### config.mk
export PLATFORM = sky130hd
export DESIGN_NAME = mdu_iter
export DESIGN_NICKNAME = d
export VERILOG_FILES = /design/src/rtl/mdu_iter.sv
export SDC_FILE = /design/constraint.sdc
export NUM_CORES = 1
export LEC_CHECK = 0
export CAP_MARGIN = 20
export CORE_MARGIN = 2
export CORE_UTILIZATION = 55
export CTS_BUF_LIST = sky130_fd_sc_hd__clkbuf_16
export DETAILED_ROUTE_END_ITERATION = 8
export GPL_TIMING_DRIVEN = 0
export HOLD_SLACK_MARGIN = 0.12
export PLACE_DENSITY = 0.87
export RECOVER_POWER = 100
export SLEW_MARGIN = 25
export SYNTH_ARGS = -nofsm -noshare
export SYNTH_HDL_FRONTEND = slang
export SYNTH_SLANG_ARGS = --single-unit
### constraint.sdc
create_clock -name clk -period 4.09 [get_ports clk]
set_input_delay 0.818 -clock clk [delete_from_list [all_inputs] [get_ports clk]]
set_output_delay 0.818 -clock clk [all_outputs]
set_load 0.03 [all_outputs]
### src/rtl/mdu_iter.sv
// Iterative multiply/divide unit with HI/LO result registers (MULT/MULTU/DIV/DIVU, MTHI/MTLO).
// Optional MDU_EARLY_EXIT_EN: multiplies finish as soon as the remaining multiplier bits are zero.
//   state | meaning
//   IDLE  | accept start or MTHI/MTLO writes
//   CALC  | one shift-add / shift-subtract step per cycle
//   FIX   | sign correction, write hi/lo, pulse done
module mdu_iter #(
  parameter int WIDTH = 32
) (
  input  logic             clk,
  input  logic             rstn,
  input  logic             start,
  input  logic [1:0]       op,
  input  logic [WIDTH-1:0] A,
  input  logic [WIDTH-1:0] B,
  input  logic             hi_we,
  input  logic             lo_we,
  input  logic [WIDTH-1:0] wdata,
  output logic             busy,
  output logic             done,
  output logic [WIDTH-1:0] hi,
  output logic [WIDTH-1:0] lo
);

  localparam int CW = $clog2(WIDTH + 1);

  typedef enum logic [1:0] {IDLE, CALC, FIX} state_t;

  state_t             state;
  logic [CW-1:0]      count;
  logic               is_div, a_neg, b_neg, b_zero;
  logic [WIDTH-1:0]   a_abs, b_abs;
  logic [2*WIDTH-1:0] acc;
  logic [WIDTH-1:0]   rem;
`ifdef MDU_EARLY_EXIT_EN
  logic [WIDTH-1:0]   mrem;
`endif

  logic               sa, sb, neg_res, div_ok, last_step;
  logic [WIDTH-1:0]   abs_a, abs_b, a_orig, quo, remv, div_sub;
  logic [WIDTH:0]     mul_sum, div_shift;
  logic [WIDTH+1:0]   div_diff;
  logic [2*WIDTH-1:0] mul_next, prod_raw, prod;

  assign sa    = ~op[0] & A[WIDTH-1];
  assign sb    = ~op[0] & B[WIDTH-1];
  assign abs_a = sa ? -A : A;
  assign abs_b = sb ? -B : B;

  // Multiply: acc = {partial product, remaining multiplier}, shifted right each step.
  assign mul_sum  = {1'b0, acc[2*WIDTH-1:WIDTH]} + (acc[0] ? {1'b0, a_abs} : '0);
  assign mul_next = {mul_sum, acc[WIDTH-1:1]};

  // Divide: acc[WIDTH-1:0] shifts dividend bits out and quotient bits in.
  assign div_shift = {rem, acc[WIDTH-1]};
  assign div_diff  = {1'b0, div_shift} - {2'b0, b_abs};
  assign div_ok    = ~div_diff[WIDTH+1];
  assign div_sub   = WIDTH'(div_shift - {1'b0, b_abs});

  assign neg_res = a_neg ^ b_neg;
  assign a_orig  = a_neg ? -a_abs : a_abs;
  assign quo     = neg_res ? -acc[WIDTH-1:0] : acc[WIDTH-1:0];
  assign remv    = a_neg ? -rem : rem;

`ifdef MDU_EARLY_EXIT_EN
  logic [CW-1:0] shamt;
  assign shamt     = CW'(WIDTH) - count;
  assign prod_raw  = acc >> shamt;
  assign last_step = (count == CW'(WIDTH - 1)) || (!is_div && (mrem[WIDTH-1:1] == '0));
`else
  assign prod_raw  = acc;
  assign last_step = (count == CW'(WIDTH - 1));
`endif
  assign prod = neg_res ? -prod_raw : prod_raw;

  always_ff @(posedge clk or negedge rstn) begin
    if (!rstn) begin
      state  <= IDLE;
      busy   <= 1'b0;
      done   <= 1'b0;
      hi     <= '0;
      lo     <= '0;
      count  <= '0;
      is_div <= 1'b0;
      a_neg  <= 1'b0;
      b_neg  <= 1'b0;
      b_zero <= 1'b0;
      a_abs  <= '0;
      b_abs  <= '0;
      acc    <= '0;
      rem    <= '0;
`ifdef MDU_EARLY_EXIT_EN
      mrem   <= '0;
`endif
    end else begin
      done <= 1'b0;
      case (state)
        IDLE: begin
          if (start) begin
            is_div <= op[1];
            a_neg  <= sa;
            b_neg  <= sb;
            b_zero <= (B == '0);
            a_abs  <= abs_a;
            b_abs  <= abs_b;
            acc    <= {{WIDTH{1'b0}}, (op[1] ? abs_a : abs_b)};
            rem    <= '0;
            count  <= '0;
`ifdef MDU_EARLY_EXIT_EN
            mrem   <= abs_b;
`endif
            busy   <= 1'b1;
            state  <= CALC;
          end else begin
            if (hi_we) hi <= wdata;
            if (lo_we) lo <= wdata;
          end
        end
        CALC: begin
          count <= count + 1'b1;
          if (is_div) begin
            rem             <= div_ok ? div_sub : div_shift[WIDTH-1:0];
            acc[WIDTH-1:0]  <= {acc[WIDTH-2:0], div_ok};
          end else begin
            acc <= mul_next;
          end
`ifdef MDU_EARLY_EXIT_EN
          mrem <= mrem >> 1;
`endif
          if (last_step) state <= FIX;
        end
        FIX: begin
          if (is_div) begin
            // Divide by zero: all-ones quotient, dividend passed through as remainder.
            if (b_zero) begin
              lo <= '1;
              hi <= a_orig;
            end else begin
              lo <= quo;
              hi <= remv;
            end
          end else begin
            {hi, lo} <= prod;
          end
          busy  <= 1'b0;
          done  <= 1'b1;
          state <= IDLE;
        end
        default: state <= IDLE;
      endcase
    end
  end

endmodule

== Word-level counts from Yosys, hierarchy flattened ==
Index checks and enable logic that the tools add are counted.

* Flip-flop bits (word level): 238
* Latch bits: 0
* Bits in writable memories: 0
* Memory bits (read-only): 0
* Input port bits: 103
* Output and inout port bits: 66
* Logic and storage cells: 86
* Memories: 0

* $add $sub $neg: 10
* $mul: 0
* Divide/modulo/power cells: 0
* Magnitude comparators: 0
* Equal/unequal tests: 10
* Shift operators: 0
* Mux-type cells: 34
* Bitwise gates (word level): 5
* Reductions and logical operators: 12

{| class="wikitable"
|+ Operators by type and width
! kind !! number
|-
| 32-bit 2-to-1 mux || 20
|-
| 32-bit case mux with 2 select lines || 3
|-
| 32-bit negator || 5
|-
| 64-bit 2-to-1 mux || 2
|-
| 64-bit case mux with 2 select lines || 1
|-
| 64-bit negator || 1
|-
| 33-bit by 32-bit subtractor with 34-bit output || 1
|-
| 32-bit by 32-bit adder with 33-bit output || 1
|-
| 32-bit zero test || 1
|-
| 32-bit subtractor || 1
|-
| 2-bit inequality test, second input constant || 7
|-
| 6-bit case mux with 2 select lines || 1
|-
| 3-bit AND reduction || 4
|-
| 2-bit AND reduction || 4
|-
| 6-bit by 1-bit adder with 6-bit output, second input constant || 1
|-
| 6-bit by 5-bit equality test with 1-bit output, second input constant || 1
|-
| 6-bit 2-to-1 mux || 1
|-
| 2-bit 2-to-1 mux || 2
|-
| 2-bit case mux with 2 select lines || 1
|-
| 2-bit nonzero test || 2
|-
| 1-bit bitwise AND || 2
|-
| 2-bit by 1-bit equality test with 1-bit output, second input constant || 1
|-
| 2-bit equality test, second input constant || 1
|-
| 2-bit zero test || 1
|-
| other kinds (4) || 6
|}

== Logic depth before layout (Yosys ltp) ==
* Depth after elaboration: 6
* Gate-level depth with buffers: 17
* Gate-level depth less buffers: 16

== Least setup slack after synthesis ==
No wires, ideal clock.

* Path kind: register to register
* From: register acc[0]
* To: register acc[62]
* Setup time: 0.121 ns
* Arrival: 3.335 ns
* Required time: 3.969 ns
* Path slack: 0.634 ns
* Cell stages (with the launch flop): 17
* Path buffers: 2
* Clock period less this slack: 3.456 ns
* Cell sequence: dfrtp_1 clkbuf_1 clkbuf_1 nand2_1 inv_1 ha_1 a211oi_1 nor2_1 o31ai_1 nor2_1 o221a_2 o31a_1 a311oi_1 o21bai_1 a21oi_1 xnor2_1 a22o_1

* Longest elaborated chain between the ends: 4

{| class="wikitable"
|+ Ends and longest elaborated chain
! element !! line !! text
|-
| start, declared || 33 || <nowiki>logic [2*WIDTH-1:0] acc;</nowiki>
|-
| start signal, assigned || 106 || <nowiki>acc <= {{WIDTH{1'b0}}, (op[1] ? abs_a : abs_b)};</nowiki>
|-
| start signal, assigned by index || 123 || <nowiki>acc[WIDTH-1:0] <= {acc[WIDTH-2:0], div_ok};</nowiki>
|-
| start signal, assigned || 125 || <nowiki>acc <= mul_next;</nowiki>
|-
| 32-bit 2-to-1 mux || 51 || <nowiki>assign mul_sum = {1'b0, acc[2*WIDTH-1:WIDTH]} + (acc[0] ? {1'b0, a_abs} : '0);</nowiki>
|-
| 32-bit by 32-bit adder with 33-bit output || 51 ||
|-
| 32-bit 2-to-1 mux || 121 || <nowiki>if (is_div) begin</nowiki>
|-
| 64-bit case mux with 2 select lines || 97 || <nowiki>case (state)</nowiki>
|}

Every way passes these cells. The select of a mux whose other input is x is not followed.
A chain may end at the register's enable or synchronous reset.

== Worst setup path after layout ==
* From: register acc[2]
* To: register hi[29]

* Longest elaborated chain between the ends: 4

{| class="wikitable"
|+ Ends and longest elaborated chain
! element !! line !! text
|-
| 64-bit negator || 74 || <nowiki>assign prod = neg_res ? -prod_raw : prod_raw;</nowiki>
|-
| 64-bit 2-to-1 mux || 74 ||
|-
| 32-bit 2-to-1 mux || 133 || <nowiki>if (is_div) begin</nowiki>
|-
| 32-bit case mux with 2 select lines || 97 ||
|-
| end signal, assigned || 137 || <nowiki>hi <= a_orig;</nowiki>
|-
| end signal, assigned || 140 || <nowiki>hi <= remv;</nowiki>
|-
| end signal, assigned || 143 || <nowiki>{hi, lo} <= prod;</nowiki>
|-
| end, declared || 21 || <nowiki>output logic [WIDTH-1:0] hi,</nowiki>
|}

Every way passes these cells.

==> metrics.md <==
| Metric | Value |
|---|---|
| Start point of the worst min-delay path | `lo[9]` |
| Seq cells post-synth | `238` |
| Initial antenna violation count | `0` |
| Static Leak | `just under 9 nW` |
| Final hold violations | `0` |
| RR Endpoint | `hi[29]` |
| Nature of the critical path endpoint | `flip-flop` |
| Area post-placement | `20200 sq um` |
| First-pass iteration count of the detailed router | `9` |
| Path type of the worst min-delay path | `reg2reg` |
| Depth of the most critical reg-to-reg path | `12` |
| Worst-case vdd ir drop | `493 uV` |
| Slowest stage cell, crit path | `nor3_1` |
| Grt ovf | `0` |
| Die area | `34000 sq um` |
| Mapped Nets | `2392` |
| Final worst-path cycle share | `96.7%` |
| Max transition margin | `-23.5%` |
| P&R area growth vs syn | `17.9%` |
| Fin area | `21100 sq um` |
| NetSw | `7.57 mW` |
| Clock Power Share | `about 16%` |
| Final Max Tran Viols | `73` |
| DP Wirelength | `approximately 53000 um` |
| CP startpoint | `acc[2]` |
| Dominant synthesized flop cell | `dfrtp_1` |
| Chip height | `184 um` |
| Failing checks | `DRC, capacitance limit, slew limit` |
| IO Pins | `169` |
| Status | `complete, but fails checks` |
| Pwr Density | `between 700 and 800 nW/um^2` |
| Via Count | `19000` |
| # setup viols final | `0` |
| GP Congestion | `1.04` |
| Post-synthesis cell type count | `73` |
| Syn Area/Cell | `8.07 sq um` |
| Vias in the first global route | `17800` |
| WS Path Type | `reg2reg` |
| Die width | `184 um` |
| H-tree depth | `1` |
| Flop pwr share | `28.2%` |
| Final nets | `between 2000 and 3000` |
| Ys Warns | `0` |
| First-pass GRT wire length | `102000 um` |
| Final min period | `3960 ps` |
| Mapped Area | `approximately 18000 sq um` |
| DRC | `14` |
| Vias per cell | `6.59` |
| Largest net degree at the start of global routing | `92` |
| Worst endpoint required time | `roughly 4500 ps` |
| Diodes inserted | `0` |
| Worst path bufs/invs | `1` |
| Crit path max-delay family | `simple AND/OR/NAND/NOR gates` |
| Max cap viols | `1` |
| Antenna viol nets, final | `0` |
| Dpl cells | `around 2800` |
| Int Pwr | `8.18 mW` |
| Clk pin slew, worst setup/hold paths | `~60 ps` |
| PortBufs | `167` |
| RSZ-0062 raised after global routing | `no` |
| Area of the multi-input gates | `11200 sq um` |
| CTS tree | `yes` |
| Critical path launch point type | `flip-flop` |
| Fill cells | `2648` |
| Core Region | `32300 sq um` |
| Hold Path Depth | `2` |
| WL per Instance | `23.5 um` |
| Worst Path Arrival | `between 4000 and 5000 ps` |
| CP max FO | `7` |
| Final Non-Filler Cells | `2878` |
| Register area share after synthesis | `33.3%` |
| Max Clk Rate | `0.253 GHz` |
| Comb power frac | `55.7%` |
| R2R Setup Slk | `130 ps` |
| Post-synth EDFFs | `0` |
| Cell Rows | `66` |
| Register Area | `5960 sq um` |
| Clock root cell | `clkbuf_16` |
| Worst-path cell chain | `clkbuf_1 -> or3_1 -> nor4_1 -> nand4_1 -> nor3_2 -> nand2_1 -> or3_1 -> o41ai_1 -> xor2_1 -> nor2_1 -> nor3_1 -> nor3_1` |
| Drt total wl | `just under 70000 um` |
| Final Skew | `19.9 ps` |
| Starting Density | `55.4%` |
| GRT Resource Usage Total | `39.0%` |
| Slew of the pin with the lowest slew margin | `1850 ps` |
| DR iter-0 viols | `between 2000 and 2500` |
| Util after Layout | `65.3%` |
| # clock sinks | `238` |
| Share of layout cells above drive strength 1 | `2.96%` |
| Hold Path Sink | `lo[9]` |
| Worst skew pair latency | `560 ps` |
| Total CTS buffers | `27` |
| Post-synthesis cell count | `between 2000 and 2500` |
| Net Sw Frac | `48.1%` |
| Slowest stage delay, CP | `around 460 ps` |
| Reg2reg start | `acc[2]` |
| Fraction of registers with async set/reset | `100%` |
| Max clock buf depth | `3` |
[how the worst max path moves through the flow]
stage	endpoint	cells past startpoint	slack, ps
final	hi[29]	12	130
after global placement	b_abs[4]	1	-7620
after CTS	acc[62]	16	40
after global routing	hi[29]	12	30
after floorplan	acc[62]	16	630
after detailed placement	acc[62]	16	-630
[cell usage in the layout, fill, tap and decap left out, types with 17 or more instances in the layout]
| cell | n |
|---|---|
| a22o_1 | 30 |
| o21ai_0 | 270 |
| and2_1 | 39 |
| mux2i_1 | 50 |
| o22ai_1 | 55 |
| a21o_1 | 19 |
| or4_1 | 21 |
| o31ai_1 | 37 |
| xnor2_1 | 115 |
| xor2_1 | 120 |
| o41ai_1 | 19 |
| clkdlybuf4s50_1 | 97 |
| nand3_1 | 38 |
| nor3_1 | 46 |
| clkbuf_1 | 110 |
| dlygate4sd3_1 | 69 |
| a31oi_1 | 18 |
| nand2_1 | 279 |
| ha_1 | 70 |
| nand2b_1 | 27 |
| dfrtp_1 | 238 |
| o211ai_1 | 20 |
| inv_1 | 70 |
| a21oi_1 | 172 |
| buf_1 | 17 |
| or3_1 | 20 |
| nor2_1 | 155 |
| nor4_1 | 21 |
| clkbuf_16 | 27 |
[worst reg2reg max path, delay by kind of cell (launching register included)]
| family | cells | cell delay, ps |
|---|---|---|
| AO/OA/AOI/OAI | 1 | 430 |
| AND/OR/NAND/NOR | 9 | 2620 |
| buffers and inverters | 1 | 210 |
| flip-flops | 1 | 370 |
| XOR/XNOR | 1 | 190 |
[power by group through the flow]
stage	Sequential, mW	Combinational, mW	Clock, mW
2_1_floorplan	4.34	5.79	0
3_3_place_gp	4.37	8.24	0
3_5_place_dp	4.41	8.51	0
4_1_cts	4.38	8.59	2.53
5_1_grt	4.50	9.51	2.63
6_report	4.44	8.77	2.54
[registers in the layout, indices dropped and copies added (netlist names)]
register,flops
state,2
b_abs,32
rem,32
count,6
b_neg,1
a_abs,32
done,1
hi,32
b_zero,1
lo,32
a_neg,1
is_div,1
busy,1
acc,64
[Yosys cell counts (7+ instances only)]
cell	instances	area [sq um]
inv_1	60	225
o22ai_1	55	344
nor3_1	46	230
o31ai_1	38	285
xnor2_1	115	1010
dfrtp_1	238	5960
and3_1	12	75.1
or4_1	21	158
or2_2	7	43.8
nor2_1	155	582
and2_1	40	250
nand2_1	279	1050
a22o_1	30	263
nand2b_1	27	169
o21a_1	11	82.6
o41ai_1	18	158
a211oi_1	10	75.1
a21oi_1	172	861
buf_1	18	67.6
nand4_1	9	56.3
o211ai_1	20	150
a21o_1	19	143
o221ai_1	8	70.1
a31oi_1	18	113
ha_1	70	876
or3_1	20	125
nor4_1	21	131
nand3_1	38	190
mux2i_1	50	500
o21bai_1	8	60.1
o21ai_0	270	1350
xor2_1	120	1050
nor2b_1	13	81.3
clkbuf_1	112	420
[cells by family (layout without fill, tap and decap cells)]
| group | count (synthesis) | count (layout) | share of synthesized area [%] |
|---|---|---|---|
| flops | 238 | 238 | 33.3 |
| xor+xnor | 235 | 235 | 11.5 |
| buf+inv | 192 | 411 | 4.08 |
| fa+ha+maj | 72 | 72 | 5.12 |
| simple gates | 702 | 702 | 18.3 |
| compound gates | 724 | 724 | 24.6 |
| mux | 54 | 54 | 3.11 |
[per-stage QoR]
| stage | power, mW | TNS (ps) | hold slack [ps] | worst slack [ps] |
|---|---|---|---|---|
| CTS | 15.5 | 0 | 239 | 41.1 |
| floorplan | 10.1 | 0 | 450 | 634 |
| finish | 15.8 | 0 | 483 | 134 |
| global placement | 12.6 | -1810450 | 464 | -7620 |
| detailed placement | 12.9 | -2570 | 472 | -634 |
| global route | 16.6 | 0 | 510 | 28.8 |
[metal layers]
layer  wire (um)  up-vias  track usage (%)
met5           0        -                0
met4        5050        0             25.0
met3        7410      292             7.13
met2       29500     1379             60.3
met1       25800     8958             50.4
li1            -     8346                -
[layout make-up]
cell class                 instances  area share, %
sequential                       238           28.2
buffer                           131           2.41
clock inverter                    23           1.15
timing repair buffer             169           8.07
inverter                          61           1.09
multi-input combinational       1787           53.2
tap                              442           2.62
clock buffer                      27           3.20
[timing repair]
action	in CTS	in global routing
hold buffers	0	0
resized for setup	4	9
endpoints found under the setup margin	10	27
setup buffers	0	0
Power figures use the tool's default switching activity.
